File: src/rtl/ifetch.sv
// ifetch: instruction fetch stage for s_proc_v1 -- holds the PC, reads instruction memory over req/ack,
// strobes each word into the IR and handles branch redirects. Define IFETCH_TIMEOUT_EN for the memory watchdog.
module ifetch #(
    parameter int                ADDR_W   = 16,
    parameter logic [ADDR_W-1:0] RESET_PC = '0
) (
    input  logic              clk,
    input  logic              rst,
    output logic              mem_rd,
    output logic [ADDR_W-1:0] mem_addr,
    input  logic              mem_ack,
    input  logic [15:0]       mem_rdata,
    output logic [15:0]       instr,
    output logic              en_ir,
    output logic [ADDR_W-1:0] pc,
    input  logic              next_req,
    input  logic              br_valid,
    input  logic [ADDR_W-1:0] br_target,
    output logic              fetch_err
);

    typedef enum logic [1:0] {
        S_IDLE  = 2'd0,
        S_FETCH = 2'd1,
        S_HOLD  = 2'd2
    } state_t;

    state_t            state_q, state_d;
    logic [ADDR_W-1:0] pc_q, pc_d;
    logic [ADDR_W-1:0] mem_addr_q, mem_addr_d;
    logic [ADDR_W-1:0] tgt_q, tgt_d;
    logic              mem_rd_q, mem_rd_d;
    logic              en_ir_q, en_ir_d;
    logic              pend_q, pend_d;
    logic [15:0]       instr_q, instr_d;

    logic              redir_any;
    logic [ADDR_W-1:0] redirect_addr;
    logic [ADDR_W-1:0] issue_addr;
    logic              timeout;

`ifdef IFETCH_TIMEOUT_EN
    logic [7:0] cnt_q, cnt_d;
    logic       err_q, err_d;

    // cnt_q counts no-ack fetch cycles already elapsed; this is the 255th one.
    assign timeout = (state_q == S_FETCH) && !mem_ack && (cnt_q == 8'd254);
`else
    assign timeout = 1'b0;
`endif

    // A same-cycle br_valid beats both the sequential PC and an older pending target.
    assign issue_addr    = br_valid ? br_target : pc_q;
    assign redir_any     = br_valid || pend_q;
    assign redirect_addr = br_valid ? br_target : tgt_q;

    always_comb begin
        state_d    = state_q;
        pc_d       = pc_q;
        mem_rd_d   = mem_rd_q;
        mem_addr_d = mem_addr_q;
        instr_d    = instr_q;
        en_ir_d    = 1'b0;
        pend_d     = pend_q;
        tgt_d      = tgt_q;

        unique case (state_q)
            S_IDLE: begin
                pc_d       = issue_addr;
                mem_addr_d = issue_addr;
                mem_rd_d   = 1'b1;
                state_d    = S_FETCH;
            end

            S_FETCH: begin
                mem_rd_d = 1'b1;
                if (mem_ack) begin
                    mem_rd_d = 1'b0;
                    if (redir_any) begin
                        // Word belongs to the abandoned path: drop it and refetch from the target.
                        pc_d    = redirect_addr;
                        pend_d  = 1'b0;
                        state_d = S_IDLE;
                    end else begin
                        instr_d = mem_rdata;
                        en_ir_d = 1'b1;
                        pc_d    = pc_q + ADDR_W'(1);
                        state_d = S_HOLD;
                    end
                end else if (timeout) begin
                    mem_rd_d = 1'b0;
                    pc_d     = redir_any ? redirect_addr : pc_q;
                    pend_d   = 1'b0;
                    state_d  = S_IDLE;
                end else if (br_valid) begin
                    pend_d = 1'b1;
                    tgt_d  = br_target;
                end
            end

            S_HOLD: begin
                mem_rd_d = 1'b0;
                pc_d     = issue_addr;
                if (next_req) begin
                    mem_addr_d = issue_addr;
                    mem_rd_d   = 1'b1;
                    state_d    = S_FETCH;
                end
            end

            default: begin
                mem_rd_d = 1'b0;
                state_d  = S_IDLE;
            end
        endcase
    end

    always_ff @(posedge clk or negedge rst) begin
        if (!rst) begin
            state_q    <= S_IDLE;
            pc_q       <= RESET_PC;
            mem_rd_q   <= 1'b0;
            mem_addr_q <= '0;
            instr_q    <= 16'h0000;
            en_ir_q    <= 1'b0;
            pend_q     <= 1'b0;
            tgt_q      <= '0;
        end else begin
            state_q    <= state_d;
            pc_q       <= pc_d;
            mem_rd_q   <= mem_rd_d;
            mem_addr_q <= mem_addr_d;
            instr_q    <= instr_d;
            en_ir_q    <= en_ir_d;
            pend_q     <= pend_d;
            tgt_q      <= tgt_d;
        end
    end

`ifdef IFETCH_TIMEOUT_EN
    always_comb begin
        cnt_d = 8'd0;
        err_d = err_q;
        if ((state_q == S_FETCH) && !mem_ack && !timeout) begin
            cnt_d = cnt_q + 8'd1;
        end
        if (timeout) begin
            err_d = 1'b1;
        end
    end

    always_ff @(posedge clk or negedge rst) begin
        if (!rst) begin
            cnt_q <= 8'd0;
            err_q <= 1'b0;
        end else begin
            cnt_q <= cnt_d;
            err_q <= err_d;
        end
    end

    assign fetch_err = err_q;
`else
    assign fetch_err = 1'b0;
`endif

    assign mem_rd   = mem_rd_q;
    assign mem_addr = mem_addr_q;
    assign instr    = instr_q;
    assign en_ir    = en_ir_q;
    assign pc       = pc_q;

endmodule
File: config.mk
export PLATFORM = sky130hd
export DESIGN_NAME = ifetch
export DESIGN_NICKNAME = d
export VERILOG_FILES = /design/src/rtl/ifetch.sv
export SDC_FILE = /design/constraint.sdc
export NUM_CORES = 1
export LEC_CHECK = 0
export ABC_AREA = 1
export BUFFER_PORTS_ARGS = -buffer_cell sky130_fd_sc_hd__buf_2
export CAP_MARGIN = 5
export CELL_PAD_IN_SITES_DETAIL_PLACEMENT = 1
export CELL_PAD_IN_SITES_GLOBAL_PLACEMENT = 2
export CORE_MARGIN = 3
export CORE_UTILIZATION = 33
export DETAILED_ROUTE_END_ITERATION = 8
export HOLD_SLACK_MARGIN = 0.03
export PLACE_DENSITY = 0.9
export SKIP_LAST_GASP = 1
export SYNTH_ARGS = -nofsm -noshare
export SYNTH_HDL_FRONTEND = slang
export SYNTH_SLANG_ARGS = --single-unit
File: constraint.sdc
create_clock -name clk -period 2.54 [get_ports clk]
set_input_delay 0.254 -clock clk [delete_from_list [all_inputs] [get_ports clk]]
set_output_delay 0.254 -clock clk [all_outputs]
set_load 0.01 [all_outputs]
Word level (Yosys, flattened, before mapping)
Cells that the tools add are included.

Reduce and logical (&&, ||, !) cells: 12. Bitwise operators: 2. Mux-type cells: 20. Eq/ne operators: 5. Add/sub/neg operators: 1.

Operator list (number): two-way mux 16 bit (5); one-hot mux 16 bit (2 select lines) (2); adder 16 x 1 -> 16 bit (second input constant) (1); two-way mux 1 bit (8); AND reduction 2 bit (4); two-way mux 2 bit (3); one-hot mux 2 bit (3 select lines) (1); AND reduction 3 bit (2); nonzero test 2 bit (3); != test 2 bit (second input constant) (2); one-hot mux 1 bit (3 select lines) (1); equality test 2 x 1 -> 1 bit (second input constant) (1); equality test 2 bit (second input constant) (1); zero test 2 bit (1); != test 2 x 1 -> 1 bit (second input constant) (1); NOT 1 bit (2); OR reduction 2 bit (1); logical OR 1 bit (1).

Bits of input ports: 37. Word-level logic and storage cells: 48. Output and inout bits: 51. Bits in registers: 69.

Logic depth before layout (Yosys ltp)
Depth after elaboration: 4. Gate-level depth with buffers: 10. Gate-level depth less buffers: 9.

Worst setup path before layout
OpenSTA, ideal clock, no wires.

Kind: flip-flop to flip-flop. Start point: register state_q[0]. End point: register mem_addr_q[10] (netlist: mem_addr[10]). Arrival time: 1.283 ns. Required time: 2.415 ns. Path slack: 1.132 ns. Setup time: 0.125 ns. Buffers on the path: 2. Cell stages (with the launch flop): 5. Period minus slack after synthesis: 1.408 ns. Cell sequence: dfrtp_1 -> buf_4 -> nor2_2 -> buf_4 -> mux2_2.

Cells in the longest elaborated chain, start to end: 3. Elaborated cells on any way between the ends: 6. Those cells by class: eq/ne (2); mux (1); reduce/logical (3).

RTL lines: start: declaration (RTL line 28) `state_t state_q, state_d;`; start signal: assignment (RTL line 129) `state_q <= state_d;`; equality test 2 bit / zero test 2 bit (equally long branches) (RTL line 67) `unique case (state_q)`; != test 2 bit (no source line) / nonzero test 2 bit (equally long branches); AND reduction 2 bit (no source line); end signal: assignment (RTL line 132) `mem_addr_q <= mem_addr_d;`; end: declaration (RTL line 30) `logic [ADDR_W-1:0] mem_addr_q, mem_addr_d;`.

Parallel ways exist; a longest one is shown, timed or not. A chain may end at the register's enable or synchronous reset.

Final worst setup path
Start point: register state_q[0]. End point: register mem_rd_q (netlist: mem_rd).

Cells in the longest elaborated chain, start to end: 2. Elaborated cells on any way between the ends: 4. Those cells by class: eq/ne (2); mux (1); reduce/logical (1).

RTL lines: equality test 2 bit (tied with other cells) (RTL line 67); one-hot mux 1 bit (3 select lines) (*) (RTL line 67); net mem_rd_d (RTL line 32) `logic mem_rd_q, mem_rd_d;`; end signal: assignment (RTL line 131) `mem_rd_q <= mem_rd_d;`; end: declaration (RTL line 32).

Mark *: on every way through the listed nets, which the timed path passes. The rest lies on a longest branch.

==> flow_summary.yaml <==
setup_path:
  cp-start-kind: "flip-flop"
  endpoint_kind: "flip-flop"
  rr_worst_depth: 5
  critPathArrivalTime_ps: 1970
  worstPathMaxFanout: 23
  crit_required_ps: 2720
  path_class: "reg2reg"
placement:
  dp_slack_ps: 741
  place_hpwl_um: 7760
  portBuffers: 86
  gp_congestion: 0.827
route:
  antenna_left: 0
  drt-total-wl_um: 10700
  drtIter0Drc: 142
  viasPerCell: 4.92
  drt_pass1_iterations: 4
  wl_per_cell_um: 15.9
  vias: 3322
  drc: 0
sta:
  worst_pin_slew_ps: 688
  fmax_mhz: 558
  tns_ps: 0
  fin_crit_sh: 0.706
  slew_headroom: 0.541
  hold_violations: 0
  rsz0062_at_grt: "no"
  finalSetupViolations: 0
  fin_ws_ps: 748
  fin_skew_ps: 9.08
  min_period_ps: 1790
  drv_slew: 0
global_route:
  grt_first_pass_wirelength_um: 17500
  overflow: 0
  grt_pass1_vias: 3431
  antenna_found_initial: 0
  track_usage: 0.187
  grt_start_max_net_pins: 46
run:
  drv_cap: 0
cells_and_area:
  fin_util: 0.415
  area_delta_synth_final_pct: 20.9
  fillers: 1336
  antenna_cells: 0
  final_net_count: 573
  layout-drive-gt1-share: 0.256
floorplan:
  start_util: 0.343
  fp.coreArea_um2: 10500
  io_pins: 88
  die_w_um: 110
  num_rows: 37
  die_area_um2: 12200
  die_height_um: 110
clock_tree:
  post_cts_buffers: 0
  cts_buffers: 9
  cts_buffer_depth: 2
  cts_resized: 0
  clk_pin_slew_ps: 80
  ctsHoldBuffers: 1
  clock_latency_ps: 350
  cts_sinks: 69
  tritoncts: "yes"
  htree_levels: 3
  cts-root-buf: "clkbuf_8"
yosys:
  async_reset_ff_frac: 1.00
  synth_top_cell_area_share: 0.481
  synth_area_um2: 3590
  synth_edf_count: 0
  ys_warn_count: 0
  syn_inst: 447
  ys.flop_type: "dfrtp_1"
  syn-num-nets: 485
  synth_cell_type_count: 32
  post-synth-top-count-cell: "nand2_1"
  yosysSeqAreaShare: 0.481
  ys_top_cells_by_area: "dfrtp_1 (48%), nand2_1 (15%), o21ai_0 (9.3%)"
  yosys-top-cells-count: "nand2_1 (144), dfrtp_1 (69), o21ai_0 (67)"
  postSynthAreaPerCell_um2: 8.04
  ys_ff_latch: 69
  yosysTopAreaCell: "dfrtp_1"
power_and_ir_drop:
  ir_drop_uv: 362
  power.density_nw_per_um2: 1160
  p_leak_nw: 2.26
run_status:
  status: "finished clean"
worst_hold_path:
  holdPathStages: 2
  hp-class: "in2reg"
==> layer usage <==
metal  wire (µm)  up-vias  part of all wire  track usage
met1        5110     1626              0.48        0.252
met2        4940       79              0.46        0.299
met5           0        -                 0            0
met3         529       13             0.049       0.0460
li1            -     1604                 -            -
met4         136        0             0.013       0.0519
==> cell type report <==
class | instances | area [µm²] | share of cell area
clock buffer | 11 | 141 | 0.0326
clock inverter | 4 | 25.0 | 0.00576
inverter | 54 | 205 | 0.0472
multi-input combinational | 306 | 1560 | 0.360
sequential | 69 | 1730 | 0.398
tap | 136 | 170 | 0.0392
timing repair buffer | 95 | 513 | 0.118
==> cells by family after synthesis <==
logic type	count (synthesis)	share of synthesized area
AOI/OAI and AO/OA	85	0.130
muxes	22	0.0669
buffers and inverters	72	0.0846
other	1	0.00104
DFF	69	0.481
and+or+nand+nor	194	0.226
adders and majority gates	1	0.00348
xor gates and xnor gates	3	0.00732
==> path summary, 6_finish.rpt <==
kind / slack, ps / startpoint / to
worst max-delay path: 750 / state_q[0]$_DFFE_PN0P_ / mem_rd$_DFF_PN0_
worst min-delay path: 90 / next_req / state_q[1]$_DFFE_PN0P_
worst min register to register: 480 / instr[14]$_DFFE_PN0P_ / instr[14]$_DFFE_PN0P_
worst max register to register: 750 / state_q[0]$_DFFE_PN0P_ / mem_rd$_DFF_PN0_
min in group asynchronous: 460 / rst / mem_addr[5]$_DFFE_PN0P_
max in group asynchronous: 1400 / rst / instr[10]$_DFFE_PN0P_
==> cell usage in the layout, fill, tap and decap left out, types with 2 or more instances in the layout <==
cell type / synthesis / routed
a21oi_1: 2 / 2
buf_2: 7 / 86
buf_4: 4 / 7
clkbuf_8: 0 / 10
clkinv_2: 0 / 2
clkinvlp_4: 0 / 2
dfrtp_1: 69 / 69
inv_1: 49 / 49
inv_2: 4 / 4
mux2_2: 16 / 16
mux2i_1: 6 / 6
nand2_1: 144 / 144
nand3_1: 21 / 21
nand4_1: 4 / 4
nor2_1: 19 / 19
nor2_8: 2 / 2
o211ai_1: 3 / 3
o21a_1: 5 / 5
o21ai_0: 67 / 67
o21ai_2: 3 / 3
o21bai_1: 2 / 2
xor2_1: 2 / 2
==> state kept, by name, summed over array words and instances (netlist names) <==
register,count
instr,16
mem_addr,16
pc,16
tgt_q,16
state_q,2
en_ir,1
mem_rd,1
pend_q,1
==> through the flow <==
step | hold slack [ps] | instances | power, W | instance area [µm²]
2_1_floorplan | -41.6 | 447 | 0.00335 | 3590
3_3_place_gp | 316 | 659 | 0.00417 | 4170
3_5_place_dp | 325 | 659 | 0.00426 | 4170
4_1_cts | 72.5 | 675 | 0.00509 | 4340
5_1_grt | 76.9 | 675 | 0.00547 | 4340
6_report | 85.0 | 675 | 0.00502 | 4340
==> report_power, final <==
group | switching [W] | internal, W | total (W)
Clock | 0.000440 | 0.000373 | 0.000813
Combinational | 0.00133 | 0.000875 | 0.00221
Sequential | 0.000397 | 0.00161 | 0.00201
Total | 0.00217 | 0.00286 | 0.00502
==> critical path, stage by stage, from the launching register on <==
cell	delay, ps
dfrtp_1	500
nand2_4	160
nor2_1	50
buf_4	170
inv_1	490
o21ai_0	240
Power figures use the tool's default switching activity.
